$ cat src/rtl/reg_dump.sv
// Register-file dump engine: walks FIRST_REG..LAST_REG through one read port and
// streams each register as a header byte plus four big-endian data bytes.
module reg_dump #(
    parameter int FIRST_REG = 0,
    parameter int LAST_REG  = 31
) (
    input  logic        clk,
    input  logic        rst,
    input  logic        ena,
    input  logic        start,
    output logic        busy,
    output logic        done,
    output logic [4:0]  rd_addr,
    input  logic [31:0] rd_data,
    output logic [7:0]  out_data,
    output logic        out_valid,
    input  logic        out_ready,
    output logic        out_last
);

    typedef enum logic [1:0] {
        IDLE = 2'd0,
        LOAD = 2'd1,
        SEND = 2'd2,
        DONE = 2'd3
    } state_t;

    localparam logic [4:0] FIRST_IDX = 5'(FIRST_REG);
    localparam logic [4:0] LAST_IDX  = 5'(LAST_REG);

    state_t      state_q;
    logic [4:0]  index_q;
    logic [31:0] word_q;
    logic [2:0]  byte_idx_q;
    logic        busy_q;
    logic        done_q;
    logic        valid_q;
    logic [7:0]  data_q;
    logic        last_q;

    logic [2:0]  byte_idx_d;
    logic [4:0]  index_d;

    // Byte 0 is the header tagging the register index; bytes 1..4 are MSB first.
    function automatic logic [7:0] pick_byte(input logic [31:0] word,
                                             input logic [2:0]  idx,
                                             input logic [4:0]  addr);
        logic [7:0] b;
        case (idx)
            3'd0:    b = {3'b101, addr};
            3'd1:    b = word[31:24];
            3'd2:    b = word[23:16];
            3'd3:    b = word[15:8];
            3'd4:    b = word[7:0];
            default: b = 8'h00;
        endcase
        return b;
    endfunction

    // Incremented counters for the SEND handshake.
    always_comb begin
        byte_idx_d = byte_idx_q + 3'd1;
        index_d    = index_q + 5'd1;
    end

    // Dump sequencer; all outputs come from registers, ena freezes everything.
    always_ff @(posedge clk) begin
        if (rst) begin
            state_q    <= IDLE;
            index_q    <= FIRST_IDX;
            word_q     <= 32'h0000_0000;
            byte_idx_q <= 3'd0;
            busy_q     <= 1'b0;
            done_q     <= 1'b0;
            valid_q    <= 1'b0;
            data_q     <= 8'h00;
            last_q     <= 1'b0;
        end else if (ena) begin
            case (state_q)
                IDLE: begin
                    if (start) begin
                        state_q <= LOAD;
                        busy_q  <= 1'b1;
                    end
                end
                LOAD: begin
                    word_q     <= rd_data;
                    byte_idx_q <= 3'd0;
                    data_q     <= pick_byte(rd_data, 3'd0, index_q);
                    last_q     <= 1'b0;
                    valid_q    <= 1'b1;
                    state_q    <= SEND;
                end
                SEND: begin
                    if (out_ready) begin
                        if (byte_idx_q < 3'd4) begin
                            byte_idx_q <= byte_idx_d;
                            data_q     <= pick_byte(word_q, byte_idx_d, index_q);
                            last_q     <= (byte_idx_d == 3'd4) && (index_q == LAST_IDX);
                        end else if (index_q == LAST_IDX) begin
                            valid_q <= 1'b0;
                            last_q  <= 1'b0;
                            done_q  <= 1'b1;
                            state_q <= DONE;
                        end else begin
                            valid_q <= 1'b0;
                            last_q  <= 1'b0;
                            index_q <= index_d;
                            state_q <= LOAD;
                        end
                    end
                end
                DONE: begin
                    done_q  <= 1'b0;
                    busy_q  <= 1'b0;
                    index_q <= FIRST_IDX;
                    state_q <= IDLE;
                end
                default: begin
                    state_q <= IDLE;
                    busy_q  <= 1'b0;
                    done_q  <= 1'b0;
                    valid_q <= 1'b0;
                    last_q  <= 1'b0;
                    index_q <= FIRST_IDX;
                end
            endcase
        end
    end

    assign busy      = busy_q;
    assign done      = done_q & ena;
    assign rd_addr   = index_q;
    assign out_data  = data_q;
    assign out_valid = valid_q & ena;
    assign out_last  = last_q;

endmodule

$ cat config.mk
export PLATFORM = sky130hd
export DESIGN_NAME = reg_dump
export DESIGN_NICKNAME = d
export VERILOG_FILES = /design/src/rtl/reg_dump.sv
export SDC_FILE = /design/constraint.sdc
export NUM_CORES = 1
export LEC_CHECK = 0
export ABC_AREA = 1
export BUFFER_PORTS_ARGS = -buffer_cell sky130_fd_sc_hd__buf_2
export CORE_AREA = 2 2 79 119
export CTS_CLUSTER_SIZE = 8
export DETAILED_ROUTE_END_ITERATION = 7
export DIE_AREA = 0 0 81 121
export PLACE_DENSITY = 0.44
export SETUP_SLACK_MARGIN = 0.5
export SKIP_LAST_GASP = 1
export SYNTH_ARGS = -nofsm -noshare
export SYNTH_HDL_FRONTEND = slang
export SYNTH_SLANG_ARGS = --single-unit
$ cat constraint.sdc
create_clock -name clk -period 4.1 [get_ports clk]
set_clock_uncertainty 0.2 [all_clocks]
set_input_delay 0.615 -clock clk [delete_from_list [all_inputs] [get_ports clk]]
set_output_delay 0.615 -clock clk [all_outputs]
set_load 0.05 [all_outputs]
Word-level counts from Yosys, hierarchy flattened:

Cells that the tools add are included.

* register bits: 54
* output and inout bits: 17

* muxes and demuxes: 28
* $lt $le $gt $ge: 1
* eq/ne operators: 14
* reduce and logical (&&, ||, !) cells: 14
* bitwise gates (word level): 2
* add/sub/neg operators: 2

Operators by type and width (count)
* one-hot mux 8 bit (5 select lines): 1
* 2-to-1 mux 8 bit: 2
* one-hot mux 8 bit (2 select lines): 1
* 2-to-1 mux 5 bit: 3
* inequality test 2 bit (second input constant): 6
* AND reduction 4 bit: 3
* one-hot mux 5 bit (2 select lines): 1
* AND reduction 5 bit: 2
* 2-to-1 mux 1 bit: 8
* 2-to-1 mux 2 bit: 4
* one-hot mux 1 bit (2 select lines): 4
* one-hot mux 2 bit (4 select lines): 1
* equality test 3 x 2 -> 1 bit (second input constant): 2
* 2-to-1 mux 3 bit: 2
* one-hot mux 3 bit (2 select lines): 1
* AND reduction 3 bit: 2
* nonzero test 2 bit: 3
* adder 5 x 1 -> 5 bit (second input constant): 1
* equality test 5 bit (second input constant): 1
* equality test 2 bit (second input constant): 2
* adder 3 x 1 -> 3 bit (second input constant): 1
* equality test 3 x 1 -> 1 bit (second input constant): 1
* equality test 3 bit (second input constant): 1
* logical NOT 3 bit: 1
* 6 further kinds: 7

Depth between registers and ports, before layout:

* depth in word-level cells: 6
* mapped depth: 12

Least setup slack after synthesis:

Ideal clock, no wire load.

* path type: reg-to-reg
* from: register index_q[0], in the netlist rd_addr[0]
* to: register index_q[0], in the netlist rd_addr[0]
* cell stages (with the launch flop): 10
* path buffers: 0
* path slack: 2.121 ns
* library setup time: 0.125 ns
* clock period less this slack: 1.979 ns
* data required time: 3.775 ns
* data arrival time: 1.654 ns
* cells stage by stage: dfxtp_1 > ha_1 > nand2_1 > nor2_1 > ha_1 > nand2_1 > nand3_2 > inv_2 > nand2_1 > a21oi_1

* word-level cells in the longest chain between the ends: 5
* elaborated cells on any way between the ends: 8
* classes of those cells: 1 x add/sub; 2 x eq/ne; 4 x mux; 1 x reduce/logical

Ends and longest elaborated chain
* start: declaration: line 32 `logic [4:0] index_q;`
* start signal: assignment: line 108 `index_q <= index_d;`
* adder 5 x 1 -> 5 bit: line 63 `index_d = index_q + 5'd1;`
* 2-to-1 mux 5 bit: line 100 `end else if (index_q == LAST_IDX) begin`
* 2-to-1 mux 5 bit: line 96 `if (byte_idx_q < 3'd4) begin`
* 2-to-1 mux 5 bit: line 95 `if (out_ready) begin`
* one-hot mux 5 bit (2 select lines): line 79 `case (state_q)`

Parallel ways exist; a longest one is shown, timed or not. The select of a mux whose other input is x is not followed.
A chain may end at the register's enable or synchronous reset.

Worst setup path after layout:

* from: register byte_idx_q[0]
* to: register data_q[0], in the netlist out_data[0]

* word-level cells in the longest chain between the ends: 6
* elaborated cells on any way between the ends: 13
* classes of those cells: 1 x add/sub; 1 x order compare; 5 x eq/ne; 4 x mux; 2 x reduce/logical

Ends and longest elaborated chain
* start: declaration: line 34 `logic [2:0] byte_idx_q;`
* start signal: assignment: line 97 `byte_idx_q <= byte_idx_d;`
* adder 3 x 1 -> 3 bit: line 62 `byte_idx_d = byte_idx_q + 3'd1;`
* equality test 3 bit, or another cell as far along: line 49 `case (idx)`
* one-hot mux 8 bit (5 select lines): line 49
* 2-to-1 mux 8 bit: line 96
* 2-to-1 mux 8 bit: line 95
* one-hot mux 8 bit (2 select lines): line 79
* end signal: assignment: line 89 `data_q <= pick_byte(rd_data, 3'd0, index_q);`
* end signal: assignment: line 98 `data_q <= pick_byte(word_q, byte_idx_d, index_q);`
* end: declaration: line 38 `logic [7:0] data_q;`

Parallel ways exist; a longest one is shown, timed or not. The select of a mux whose other input is x is not followed.

==> metrics <==
Overflow after GRT 0; Clk Latency, worst-skew pair ~0.3 ns; DIE AREA 9800 um^2; RR Startpoint byte_idx_q[0]; placed cell count between 500 and 600; min Tclk post-route between 2 and 2.5 ns; synthesis-to-finish area growth 18.9%; Crit path largest cell delay about 0.44 ns; core footprint 8720 um^2; vias in the first global route about 2.4k; Yosys reg bits 54; CTS buffer count 5; Routed Antenna Nets 0; vias per cell 4.62; Worst-path clk slew ~0.070 ns; Final Cell Area between 3000 and 4000 um^2; HP Start done_q; Slew headroom 0.312; Avg Inst Size Synth roughly 7 um^2; Reg2Reg Setup Slack between 1.5 and 2 ns; Max H-tree Level 2; initial antenna violation count 0; GRT Util Overall 0.160; # rows 42; CTS root buf clkbuf_16; Mapped Area approximately 2600 um^2; most frequent CP cell nand2_1; final instance count without filler cells about 520; DRT iter0 DRCs 120; commonest non-fill, non-tap cells in the layout 67 x nor2_1, 58 x nand2_1, 54 x dfxtp_1; Hold WS 0.254 ns; GP Congestion roughly 0.88; fin crit share 0.591; total number of cells along the worst setup path 11; synthesis warning total 0; Crit path max-delay family simple AND/OR/NAND/NOR gates; HPWL after DPL about 5400 um; CTS tree yes; Pre-antenna DRT Iters 4; Initial Utilization 0.295; Via Count between 2k and 2.5k; pre-CTS setup slack approximately 1.4 ns; hold crit path type reg -> reg; Critical Setup Path Class reg -> reg; share of layout cells above drive strength 1 0.182; Reg2Reg Depth 11; Critical-path top delay cell dfxtp_1; Max Transition Viols Final 0; PostCTS Resize Cnt 0; cell count of the worst hold path 2; worst-case clock buffer depth 2; Synth Instances approximately 370; WL/cell around 14 um; first-pass GRT wire length 11,800 um; Post-Route WL approximately 7200 um; CP endpoint kind register; Startpoint Class register; number of distinct library cells after synthesis 22; die height roughly 120 um; worst path required time just over 4 ns; Peak Freq between 0.4 and 0.5 GHz; worst path cell trace ha_1 > inv_1 > nand2_1 > nand2_1 > nor2_1 > nand2_1 > nand2_1 > inv_1 > nand2_1 > nand2_1 > a21oi_1; DRC errors left 0; Seq/Total Area, Yosys 0.419; CP bufs+invs 2; MaxCap Viol Count 0; RSZ-0062 raised after global routing false; port bufs 53; setup bufs post-CTS 0; largest net degree at the start of global routing 43; r2r endpoint out_data[0]; I/O pins 54; Max IR drop VDD approximately 150 uV; Hold Path End done_q; Die W between 80 and 90 um; power per cell area roughly 380 nW/um^2; CP max FO 12; final setup margin ~1.7 ns; # fillers between 900 and 1k; Synthesized Nets 410; status completed; setup TNS 0 ns; # setup viols final 0; Worst Tran Pin Value approximately 1.0 ns; leakage around 0.0014 uW; # diodes 0; TritonCTS sink count 54; most common cell after layout, fill and taps aside nor2_1; final hold vios 0; CP Data Arrival Time approximately 2.5 ns; Post-DP Area ~3000 um^2; Nets 455; CTS Hold Bufs 0
## through the flow
step	power [uW]	util
3_3_place_gp	738	0.334
4_1_cts	1180	0.351
5_1_grt	1210	0.351
2_1_floorplan	685	-
6_report	1150	0.351
3_5_place_dp	739	0.334
## worst max path at each step
stage	start	end
3_5_place_dp	ena	out_data[4]
4_1_cts	state_q[0]	out_data[4]
3_3_place_gp	ena	out_data[4]
6_report	byte_idx_q[0]	out_data[0]
5_1_grt	byte_idx_q[0]	out_data[0]
2_1_floorplan	rd_addr[0]	rd_addr[0]
## layer usage
metal  wire (um)  vias up  GRT usage  share of wire
met2        3910       45      0.295           0.54
met3         247        2     0.0275          0.034
met4          48        0     0.0540         0.0066
li1            -     1277          -              -
met1        3040     1087      0.181           0.42
met5           0        -          0              0
## cell families after synthesis
family                     after synthesis  synth area share
AOI/OAI and AO/OA                       84             0.166
xor gates and xnor gates                 1           0.00340
adders and majority gates                7            0.0340
buffers and inverters                   55            0.0830
DFF                                     54             0.419
and+or+nand+nor                        165             0.294
## report_power, final
| group | switching (uW) | internal, uW | leakage [uW] |
|---|---|---|---|
| combinational | 101 | 46.0 | 0.000906 |
| clock | 188 | 243 | 0.0000739 |
| sequential | 20.4 | 556 | 0.000440 |
| total | 310 | 845 | 0.00142 |
## registers in the layout (all words and copies together) (netlist names)
signal      count
rd_addr         5
valid_q         1
state_q         2
out_data        8
busy            1
byte_idx_q      3
word_q         32
out_last        1
done_q          1
## synth_stat cells (all sizes together)
master / instances / share of area
xor2: 1 / 0.0034
o21bai: 2 / 0.0058
o21ai: 49 / 0.095
a21oi: 32 / 0.062
nand4: 12 / 0.029
nor2: 73 / 0.13
nand3: 13 / 0.027
nor3: 4 / 0.0078
o21a: 1 / 0.0029
nor3b: 1 / 0.0029
ha: 7 / 0.034
buf: 6 / 0.012
inv: 40 / 0.058
dfxtp: 54 / 0.42
clkbuf: 9 / 0.013
nand2: 62 / 0.10
## worst register-to-register path: stages, from the launching register on
cell     delay [ns]
dfxtp_1        0.44
ha_1           0.24
inv_1          0.05
nand2_1        0.28
nand2_1        0.36
nor2_1         0.35
nand2_1        0.11
nand2_1        0.08
inv_1          0.04
nand2_1        0.06
nand2_1        0.04
a21oi_1        0.11
## layout make-up
cell class | count | area (um^2) | area share
Clock inverter | 1 | 5.00 | 0.00163
Multi-Input combinational cell | 257 | 1280 | 0.419
Sequential cell | 54 | 1080 | 0.353
Inverter | 40 | 150 | 0.0490
Clock buffer | 7 | 143 | 0.0465
Tap cell | 110 | 138 | 0.0449
Timing Repair Buffer | 53 | 265 | 0.0866
(Power assumes the default switching activity.)
